## src/rtl/rf_window_ctrl_if.sv

```systemverilog
// Control-unit / RF / data-memory side of the window-pointer controller.
interface rf_window_ctrl_if #(
    parameter int unsigned DW     = 16,
    parameter int unsigned MEM_AW = 8,
    parameter int unsigned CW     = 3,
    parameter int unsigned DEPW   = 7,
    parameter int unsigned RAW    = 2
);
    logic              call;
    logic              ret;
    logic              busy;
    logic              err;
    logic [CW-1:0]     cwp;
    logic [DEPW-1:0]   depth;
    logic [CW-1:0]     rf_wnd;
    logic [RAW-1:0]    rf_addr;
    logic              rf_we;
    logic [DW-1:0]     rf_wdata;
    logic [DW-1:0]     rf_rdata;
    logic [MEM_AW-1:0] mem_addr;
    logic              mem_we;
    logic              mem_re;
    logic [DW-1:0]     mem_wdata;
    logic [DW-1:0]     mem_rdata;

    // Core / RF / memory side
    modport master (
        output call, ret, rf_rdata, mem_rdata,
        input  busy, err, cwp, depth, rf_wnd, rf_addr, rf_we, rf_wdata,
               mem_addr, mem_we, mem_re, mem_wdata
    );

    // Controller side
    modport slave (
        input  call, ret, rf_rdata, mem_rdata,
        output busy, err, cwp, depth, rf_wnd, rf_addr, rf_we, rf_wdata,
               mem_addr, mem_we, mem_re, mem_wdata
    );
endinterface

```

## src/rtl/rf_window_ctrl.sv

```systemverilog
// Window-pointer controller: tracks CWP/depth and spills/fills RF windows to memory.
module rf_window_ctrl #(
    parameter int unsigned       DW         = 16,
    parameter int unsigned       NREG       = 8,
    parameter int unsigned       WND_STEP   = 2,
    parameter int unsigned       MEM_AW     = 8,
    parameter logic [MEM_AW-1:0] SPILL_BASE = 8'h80,
    parameter int unsigned       MAX_DEPTH  = 64
) (
    input  logic             clk,
    input  logic             rst,
    rf_window_ctrl_if.slave  bus
);
    localparam int unsigned NWIN = NREG / WND_STEP;
    localparam int unsigned CW   = $clog2(NREG);
    localparam int unsigned IW   = (WND_STEP > 1) ? $clog2(WND_STEP) : 1;
    localparam int unsigned RW   = $clog2(NWIN);
    localparam int unsigned DEPW = $clog2(MAX_DEPTH + 1);
    localparam int unsigned RAW  = 2;

    typedef enum logic [1:0] {S_IDLE, S_SPILL, S_FILL_RD, S_FILL_WR} state_t;

    state_t            r_state, w_state_n;
    logic [CW-1:0]     r_cwp,   w_cwp_n;
    logic [RW-1:0]     r_res,   w_res_n;
    logic [DEPW-1:0]   r_depth, w_depth_n;
    logic [MEM_AW-1:0] r_sp,    w_sp_n;
    logic [IW-1:0]     r_i,     w_i_n;
    logic              w_err_n;

    logic              r_busy, r_err, r_rf_we, r_mem_we, r_mem_re;
    logic [CW-1:0]     r_rf_wnd;
    logic [RAW-1:0]    r_rf_addr;
    logic [MEM_AW-1:0] r_mem_addr;
    logic              w_busy_n, w_rf_we_n, w_mem_we_n, w_mem_re_n;
    logic [CW-1:0]     w_rf_wnd_n;
    logic [RAW-1:0]    w_rf_addr_n;
    logic [MEM_AW-1:0] w_mem_addr_n;

    // State and pointer registers; reset aborts any transfer in progress
    always_ff @(posedge clk) begin
        if (rst) begin
            r_state <= S_IDLE;
            r_cwp   <= '0;
            r_res   <= RW'(1);
            r_depth <= '0;
            r_sp    <= '0;
            r_i     <= '0;
        end else begin
            r_state <= w_state_n;
            r_cwp   <= w_cwp_n;
            r_res   <= w_res_n;
            r_depth <= w_depth_n;
            r_sp    <= w_sp_n;
            r_i     <= w_i_n;
        end
    end

    // Next-state and pointer update for call/return servicing and spill/fill sequencing
    always_comb begin
        w_state_n = r_state;
        w_cwp_n   = r_cwp;
        w_res_n   = r_res;
        w_depth_n = r_depth;
        w_sp_n    = r_sp;
        w_i_n     = r_i;
        w_err_n   = 1'b0;
        unique case (r_state)
            S_IDLE: begin
                if (bus.call && bus.ret) begin
                    w_err_n = 1'b1;
                end else if (bus.call) begin
                    if (r_depth == DEPW'(MAX_DEPTH)) begin
                        w_err_n = 1'b1;
                    end else if (r_res < RW'(NWIN - 1)) begin
                        w_cwp_n   = r_cwp + CW'(WND_STEP);
                        w_res_n   = r_res + RW'(1);
                        w_depth_n = r_depth + DEPW'(1);
                    end else begin
                        w_state_n = S_SPILL;
                        w_i_n     = '0;
                    end
                end else if (bus.ret) begin
                    if (r_depth == '0) begin
                        w_err_n = 1'b1;
                    end else if (r_res > RW'(1)) begin
                        w_cwp_n   = r_cwp - CW'(WND_STEP);
                        w_res_n   = r_res - RW'(1);
                        w_depth_n = r_depth - DEPW'(1);
                    end else begin
                        w_sp_n    = r_sp - MEM_AW'(WND_STEP);
                        w_state_n = S_FILL_RD;
                        w_i_n     = '0;
                    end
                end
            end
            S_SPILL: begin
                if (r_i == IW'(WND_STEP - 1)) begin
                    w_cwp_n   = r_cwp + CW'(WND_STEP);
                    w_depth_n = r_depth + DEPW'(1);
                    w_sp_n    = r_sp + MEM_AW'(WND_STEP);
                    w_i_n     = '0;
                    w_state_n = S_IDLE;
                end else begin
                    w_i_n = r_i + IW'(1);
                end
            end
            S_FILL_RD: begin
                w_state_n = S_FILL_WR;
            end
            S_FILL_WR: begin
                if (r_i < IW'(WND_STEP - 1)) begin
                    w_i_n     = r_i + IW'(1);
                    w_state_n = S_FILL_RD;
                end else begin
                    w_cwp_n   = r_cwp - CW'(WND_STEP);
                    w_depth_n = r_depth - DEPW'(1);
                    w_i_n     = '0;
                    w_state_n = S_IDLE;
                end
            end
            default: w_state_n = S_IDLE;
        endcase
    end

    // Output decode from the upcoming state so every strobe/address leaves a flop
    always_comb begin
        w_busy_n     = (w_state_n != S_IDLE);
        w_rf_we_n    = (w_state_n == S_FILL_WR);
        w_mem_we_n   = (w_state_n == S_SPILL);
        w_mem_re_n   = (w_state_n == S_FILL_RD);
        w_rf_wnd_n   = w_cwp_n;
        w_rf_addr_n  = '0;
        w_mem_addr_n = SPILL_BASE + w_sp_n + MEM_AW'(w_i_n);
        unique case (w_state_n)
            S_SPILL: begin
                // oldest resident window base
                w_rf_wnd_n  = w_cwp_n - CW'((int'(w_res_n) - 1) * int'(WND_STEP));
                w_rf_addr_n = RAW'(w_i_n);
            end
            S_FILL_RD: begin
                w_rf_wnd_n = w_cwp_n - CW'(WND_STEP);
            end
            S_FILL_WR: begin
                w_rf_wnd_n  = w_cwp_n - CW'(WND_STEP);
                w_rf_addr_n = RAW'(w_i_n);
            end
            default: ;
        endcase
    end

    // Registered outputs
    always_ff @(posedge clk) begin
        if (rst) begin
            r_busy     <= 1'b0;
            r_err      <= 1'b0;
            r_rf_we    <= 1'b0;
            r_mem_we   <= 1'b0;
            r_mem_re   <= 1'b0;
            r_rf_wnd   <= '0;
            r_rf_addr  <= '0;
            r_mem_addr <= SPILL_BASE;
        end else begin
            r_busy     <= w_busy_n;
            r_err      <= w_err_n;
            r_rf_we    <= w_rf_we_n;
            r_mem_we   <= w_mem_we_n;
            r_mem_re   <= w_mem_re_n;
            r_rf_wnd   <= w_rf_wnd_n;
            r_rf_addr  <= w_rf_addr_n;
            r_mem_addr <= w_mem_addr_n;
        end
    end

    assign bus.busy      = r_busy;
    assign bus.err       = r_err;
    assign bus.cwp       = r_cwp;
    assign bus.depth     = r_depth;
    assign bus.rf_wnd    = r_rf_wnd;
    assign bus.rf_addr   = r_rf_addr;
    assign bus.rf_we     = r_rf_we;
    assign bus.mem_addr  = r_mem_addr;
    assign bus.mem_we    = r_mem_we;
    assign bus.mem_re    = r_mem_re;
    // Data paths are straight wires: RF read is combinational, memory read is already registered
    assign bus.mem_wdata = DW'(bus.rf_rdata);
    assign bus.rf_wdata  = DW'(bus.mem_rdata);
endmodule

```

## src/flat_wrapper.sv

```systemverilog
// flat-port wrapper written by rule: the top's interface ports become plain ports
module rf_window_ctrl_flat 
#(
    parameter int unsigned       DW         = 16,
    parameter int unsigned       NREG       = 8,
    parameter int unsigned       WND_STEP   = 2,
    parameter int unsigned       MEM_AW     = 8,
    parameter logic [MEM_AW-1:0] SPILL_BASE = 8'h80,
    parameter int unsigned       MAX_DEPTH  = 64
)
  (clk, rst, bus_call, bus_ret, bus_rf_rdata, bus_mem_rdata, bus_busy, bus_err, bus_cwp, bus_depth, bus_rf_wnd, bus_rf_addr, bus_rf_we, bus_rf_wdata, bus_mem_addr, bus_mem_we, bus_mem_re, bus_mem_wdata);
  rf_window_ctrl_if #(.DW(DW), .MEM_AW(MEM_AW)) bus_i ();
  input  logic clk;
  input  logic rst;
  input wire logic [$bits(bus_i.call)-1:0] bus_call;
  input wire logic [$bits(bus_i.ret)-1:0] bus_ret;
  input wire logic [$bits(bus_i.rf_rdata)-1:0] bus_rf_rdata;
  input wire logic [$bits(bus_i.mem_rdata)-1:0] bus_mem_rdata;
  output wire logic [$bits(bus_i.busy)-1:0] bus_busy;
  output wire logic [$bits(bus_i.err)-1:0] bus_err;
  output wire logic [$bits(bus_i.cwp)-1:0] bus_cwp;
  output wire logic [$bits(bus_i.depth)-1:0] bus_depth;
  output wire logic [$bits(bus_i.rf_wnd)-1:0] bus_rf_wnd;
  output wire logic [$bits(bus_i.rf_addr)-1:0] bus_rf_addr;
  output wire logic [$bits(bus_i.rf_we)-1:0] bus_rf_we;
  output wire logic [$bits(bus_i.rf_wdata)-1:0] bus_rf_wdata;
  output wire logic [$bits(bus_i.mem_addr)-1:0] bus_mem_addr;
  output wire logic [$bits(bus_i.mem_we)-1:0] bus_mem_we;
  output wire logic [$bits(bus_i.mem_re)-1:0] bus_mem_re;
  output wire logic [$bits(bus_i.mem_wdata)-1:0] bus_mem_wdata;
  assign bus_i.call = bus_call;
  assign bus_i.ret = bus_ret;
  assign bus_i.rf_rdata = bus_rf_rdata;
  assign bus_i.mem_rdata = bus_mem_rdata;
  assign bus_busy = bus_i.busy;
  assign bus_err = bus_i.err;
  assign bus_cwp = bus_i.cwp;
  assign bus_depth = bus_i.depth;
  assign bus_rf_wnd = bus_i.rf_wnd;
  assign bus_rf_addr = bus_i.rf_addr;
  assign bus_rf_we = bus_i.rf_we;
  assign bus_rf_wdata = bus_i.rf_wdata;
  assign bus_mem_addr = bus_i.mem_addr;
  assign bus_mem_we = bus_i.mem_we;
  assign bus_mem_re = bus_i.mem_re;
  assign bus_mem_wdata = bus_i.mem_wdata;
  rf_window_ctrl #(.DW(DW), .NREG(NREG), .WND_STEP(WND_STEP), .MEM_AW(MEM_AW), .SPILL_BASE(SPILL_BASE), .MAX_DEPTH(MAX_DEPTH)) u_core (.clk(clk), .rst(rst), .bus(bus_i));
endmodule
```

## config.mk

```make
export PLATFORM = sky130hd
export DESIGN_NAME = rf_window_ctrl_flat
export DESIGN_NICKNAME = d
export VERILOG_FILES = /design/src/rtl/rf_window_ctrl_if.sv /design/src/rtl/rf_window_ctrl.sv /design/src/flat_wrapper.sv
export SDC_FILE = /design/constraint.sdc
export NUM_CORES = 1
export LEC_CHECK = 0
export CAP_MARGIN = 20
export CORE_AREA = 2 2 74 76
export CTS_CLUSTER_SIZE = 28
export DETAILED_ROUTE_END_ITERATION = 12
export DIE_AREA = 0 0 76 78
export PLACE_DENSITY = 0.76
export RECOVER_POWER = 50
export SLEW_MARGIN = 30
export SYNTH_ARGS = -nofsm -noshare
export SYNTH_HDL_FRONTEND = slang
export SYNTH_SLANG_ARGS = --single-unit
export TNS_END_PERCENT = 10
```

## constraint.sdc

```tcl
create_clock -name clk -period 3.5 [get_ports clk]
set_input_delay 0.7 -clock clk [delete_from_list [all_inputs] [get_ports clk]]
set_output_delay 0.7 -clock clk [all_outputs]
set_load 0.02 [all_outputs]
```

After elaboration in Yosys (flattened, before gate mapping)
Index checks and enable logic that the tools add are counted.
{ "op_classes": {"add_sub_neg": 14, "magnitude_cmp": 3, "n_eq_ne": 15, "muxes": 61, "n_bitwise": 2, "n_reduce_logical": 10} }
{ "ops": {"columns": ["cell", "count"], "rows": [
  ["$mux 7", 9],
  ["$mux 8", 6],
  ["$mux 2", 17],
  ["$mux 3", 9],
  ["$pmux 7 s3", 1],
  ["$pmux 8 s2", 1],
  ["$mux 1", 14],
  ["$ne 3x3->1 const B", 3],
  ["$pmux 3 s3", 1],
  ["$reduce_and 9->1", 1],
  ["$add 8x1->8", 1],
  ["$add 8x2->8 const B", 1],
  ["$add 8x8->8 const A", 1],
  ["$eq 2x2->1 const B", 4],
  ["$pmux 2 s4", 1],
  ["$reduce_or 2->1", 4],
  ["$sub 8x2->8 const B", 1],
  ["$add 7x1->7 const B", 1],
  ["$eq 7x7->1 const B", 1],
  ["$logic_not 7->1", 1],
  ["$sub 7x1->7 const B", 1],
  ["$ne 3x2->1 const B", 2],
  ["$pmux 3 s2", 1],
  ["$sub 3x2->3 const B", 2],
  ["17 further kinds", 21]
]} }
{ "word_totals": {"register_bits": 41, "inputBits": 36, "output_inout_bits": 60} }

Depth between registers and ports, before layout
{ "depth": {"depth_word": 11, "ltp_mapped": 11, "depth_no_buf": 11} }

Least setup slack after synthesis
Ideal clock, no wire load.
{ "synth_timing": {"kind": "reg2reg", "from": "reg u_core.r_depth[0] (netlist: u_core.bus.depth[0])", "to": "reg u_core.r_rf_wnd[2] (netlist: u_core.bus.rf_wnd[2])", "setup_ps": 121, "arrival_ps": 2820, "required_ps": 3379, "path_slack_ps": 559, "stages_incl_launch_ff": 12, "path_buffers": 0, "path_cell_list": "dfxtp_1 -> inv_1 -> ha_1 -> nor4b_4 -> a211oi_1 -> a31oi_1 -> o21ai_2 -> xnor2_1 -> ha_1 -> a2111o_1 -> o311ai_2 -> mux2_4"} }
{ "synth_via": {"elab_chain_len": 9, "word_cells_on_any_way": 28, "cone_classes": "3 x add/sub; 4 x eq/ne; 19 x mux; 2 x reduce/logical"} }
{ "synth_rtl": {"columns": ["item", "line", "text"], "rows": [
  ["from (decl)", "rf_window_ctrl.sv:26", "logic [DEPW-1:0] r_depth, w_depth_n;"],
  ["from (signal assigned)", "rf_window_ctrl.sv:53", "r_depth <= w_depth_n;"],
  ["$logic_not 7->1", "rf_window_ctrl.sv:84", "if (r_depth == '0) begin"],
  ["$mux 2", "rf_window_ctrl.sv:84", null],
  ["$mux 2", "rf_window_ctrl.sv:83", "end else if (bus.ret) begin"],
  ["$mux 2", "rf_window_ctrl.sv:72", "end else if (bus.call) begin"],
  ["$mux 2", "rf_window_ctrl.sv:70", "if (bus.call && bus.ret) begin"],
  ["$mux 2 / $pmux 2 s4 (equally long branches)", "rf_window_ctrl.sv:68", "unique case (r_state)"],
  ["$sub 2x1->2 / $eq 2x2->1 (equally long branches)", "rf_window_ctrl.sv:138, rf_window_ctrl.sv:135", null],
  ["$sub 3x3->3 / $reduce_or 2->1 (equally long branches)", null, null],
  ["$pmux 3 s2 (*)", "rf_window_ctrl.sv:135", "unique case (w_state_n)"],
  ["to (signal assigned)", "rf_window_ctrl.sv:169", "r_rf_wnd <= w_rf_wnd_n;"],
  ["to (decl)", "rf_window_ctrl.sv:32", "logic [CW-1:0] r_rf_wnd;"]
]} }
Mark *: on every way between the ends. The rest lies on a longest branch, timed or not.
A chain may end at the register's enable or synchronous reset.

Worst setup path in the final report
{ "layout_timing": {"from": "in bus_call", "to": "reg u_core.r_rf_wnd[2] (netlist: u_core.bus.rf_wnd[2])"} }
{ "layout_via": {"elab_chain_len": 6, "word_cells_on_any_way": 18, "cone_classes": "3 x add/sub; 3 x eq/ne; 10 x mux; 2 x reduce/logical"} }
{ "layout_rtl": {"columns": ["item", "line", "text"], "rows": [
  ["from (decl)", "flat_wrapper.sv:15", "input wire logic [$bits(bus_i.call)-1:0] bus_call;"],
  ["$mux 2 / $logic_and 1x1->1 (equally long branches)", "rf_window_ctrl.sv:72, rf_window_ctrl.sv:70", null],
  ["$mux 2", "rf_window_ctrl.sv:70", null],
  ["$mux 2 / $pmux 2 s4 (equally long branches)", "rf_window_ctrl.sv:68", null],
  ["$sub 2x1->2 / $eq 2x2->1 (equally long branches)", "rf_window_ctrl.sv:138, rf_window_ctrl.sv:135", null],
  ["$sub 3x3->3 / $reduce_or 2->1 (equally long branches)", null, null],
  ["$pmux 3 s2 (*)", "rf_window_ctrl.sv:135", null]
]} }
Marked as above.

==> reports/results.tsv <==
metric	value	unit
area leader, netlist	dfxtp_1	
antenna-violating nets left	0	
drc violations	0	
skew final	0.00414	ns
DR pass1 iterations	4	
initial cell density of the core	41.8	%
crit path capture type	flop	
vias in the first global route	1463	
number of H-tree levels	2	
unrepaired setup endpoints after global routing	no	
WS Path Type	primary input to flop	
Setup TNS Final	0	ns
CP required	3.67	ns
register area	601	um^2
maximum fanout count along the critical path	7	
# hold bufs at CTS	0	
core footprint	5040	um^2
asr flop ratio synth	0	%
Cell Area, Placed	2170	um^2
Post-Syn Instances	255	
Hold Fails Final Rpt	0	
Final Setup Violations	0	
most instantiated cells after synthesis	buf_4, nor2_1, dfxtp_1	
GRT Total Usage	14.0	%
Worst VDD drop	0.282	mV
Area growth, synth to finish	8.44	%
count of cell types in the netlist	57	
share of layout cells above drive strength 1	11.3	%
routed via count	1601	
DRT iter0 DRCs	75	
post-CTS sizing	0	
die width	76	um
type of the tightest min-delay check	flop to flop	
Slew HR	66.7	%
Num CTS Buffers	5	
Clk Latency, worst-skew pair	0.28	ns
Post-Syn Area	2110	um^2
arrival time at the worst endpoint	3.23	ns
routability congestion estimate	0.882	
Post-synth EDFFs	0	
crit start category	primary input	
I/O Buffers	28	
minimum clock period after layout	3.06	ns
most numerous cell in the Yosys netlist	buf_4	
Main synth FF type	dfxtp_1	
Final nets	293	
die height	78	um
grt total ovfl	0	
Max Clock Freq	0.327	GHz
full die area	5930	um^2
largest net degree at the start of global routing	20	
Worst-path clk slew	0.06	ns
Yosys warning count	0	
DPL Wire Length	2950	um
Synth area leaders	dfxtp_1, buf_4, nor2_1	
final number of max-transition violations	0	
Final Cycle Share	87.4	%
Clock Tree Buf Depth	2	
row count	26	
register area share after synthesis	28.5	%
area of the multi-input gates	1120	um^2
Post-CTS Setup Inserts	0	
# diodes	0	
Root Driver	clkbuf_8	
post-synth top area share	28.5	%
initial antenna violation count	0	
Mean Syn Cell Area	8.26	um^2
number of vias per cell	5.05	
Sink Count	30	
wire per inst	12.3	um
outcome	finished clean	
CTS tree	built	
first-pass GRT wire length	6670	um
P_leak	0.934	nW
total wire length	3900	um
fin area	2280	um^2
Seq cells post-synth	30	
Filler Cell Count	521	
Pwr Density	979	nW/um^2
MaxCap Viol Count	0	
measured slew at the worst slew-check pin	0.497	ns
I/O pins	96	
stage by stage:
| stage | power (mW) | util [%] | hold slack [ns] | worst slack, ns | cells |
|---|---|---|---|---|---|
| floorplan | 1.63 | - | 0.461 | 0.559 | 257 |
| global placement | 1.90 | 43.1 | 0.483 | 0.233 | 310 |
| detailed placement | 1.91 | 43.1 | 0.485 | 0.149 | 310 |
| CTS | 2.28 | 45.3 | 0.508 | 0.439 | 317 |
| global route | 2.44 | 45.3 | 0.552 | 0.190 | 317 |
| finish | 2.24 | 45.3 | 0.506 | 0.441 | 317 |
report_power, final:
part | leakage, nW | switching [mW] | internal [mW] | total [mW]
Clock | 0.0573 | 0.125 | 0.227 | 0.352
Combinational | 0.631 | 0.658 | 0.584 | 1.24
Sequential | 0.245 | 0.172 | 0.470 | 0.642
Total | 0.934 | 0.955 | 1.28 | 2.24
worst paths after layout:
path / start / end / slack (ns) / depth (start not counted)
worst min-delay path: flop / u_core.bus.mem_addr[7] / 0.51 / 2
worst min register to register: flop / u_core.bus.mem_addr[7] / 0.51 / 2
worst max register to register: u_core.bus.depth[0] / u_core.bus.rf_wnd[2] / 0.47 / 11
worst max-delay path: bus_call / u_core.bus.rf_wnd[2] / 0.44 / 10
logic make-up after synthesis:
kind of cell,share of synthesized area (%)
AO/OA/AOI/OAI,17.1
XOR/XNOR,5.82
adder cells (fa/ha/maj),5.94
buffers and inverters,18.8
flip-flops,28.5
multiplexers,2.26
other,0.178
AND/OR/NAND/NOR,21.3
worst max-delay path, stage by stage:
cell and delay (ns):
clkdlybuf4s50_1 0.59, inv_1 0.14, a2111oi_2 0.38, or2_1 0.17, o21a_1 0.14, nand2_1 0.06
ha_1 0.22, a2111o_1 0.40, o311ai_2 0.10, mux2_4 0.33
cells in the final DEF, fill, tap and decap left out, types with 4 or more instances in the layout:
cell type | synthesis | layout
o21ai_0 | 4 | 4
a21oi_1 | 9 | 9
xor2_1 | 8 | 8
inv_1 | 9 | 9
nor2b_1 | 5 | 5
buf_4 | 42 | 7
clkdlybuf4s50_1 | 0 | 18
nand3_1 | 4 | 4
ha_1 | 10 | 10
dlygate4sd3_1 | 0 | 10
xnor2_1 | 6 | 6
nand2_1 | 13 | 13
nor2_1 | 34 | 34
and3_1 | 5 | 5
nor3_1 | 7 | 7
clkbuf_8 | 0 | 6
a211oi_1 | 5 | 5
dfxtp_1 | 30 | 30
final cells by class:
cell class / count / area share [%]
clock inverter: 1 / 1.32
multi-input combinational: 166 / 48.9
sequential: 30 / 26.3
inverter: 9 / 1.48
clock buffer: 6 / 3.62
tap: 70 / 3.84
timing repair buffer: 35 / 14.6
per-layer routing:
metal	up-vias	track usage (%)	part of all wire (%)
li1	811	-	-
met1	743	15.8	44
met2	36	23.8	48
met3	11	4.88	5.4
met4	0	6.91	2.4
met5	-	0	0
(Power assumes the default switching activity.)
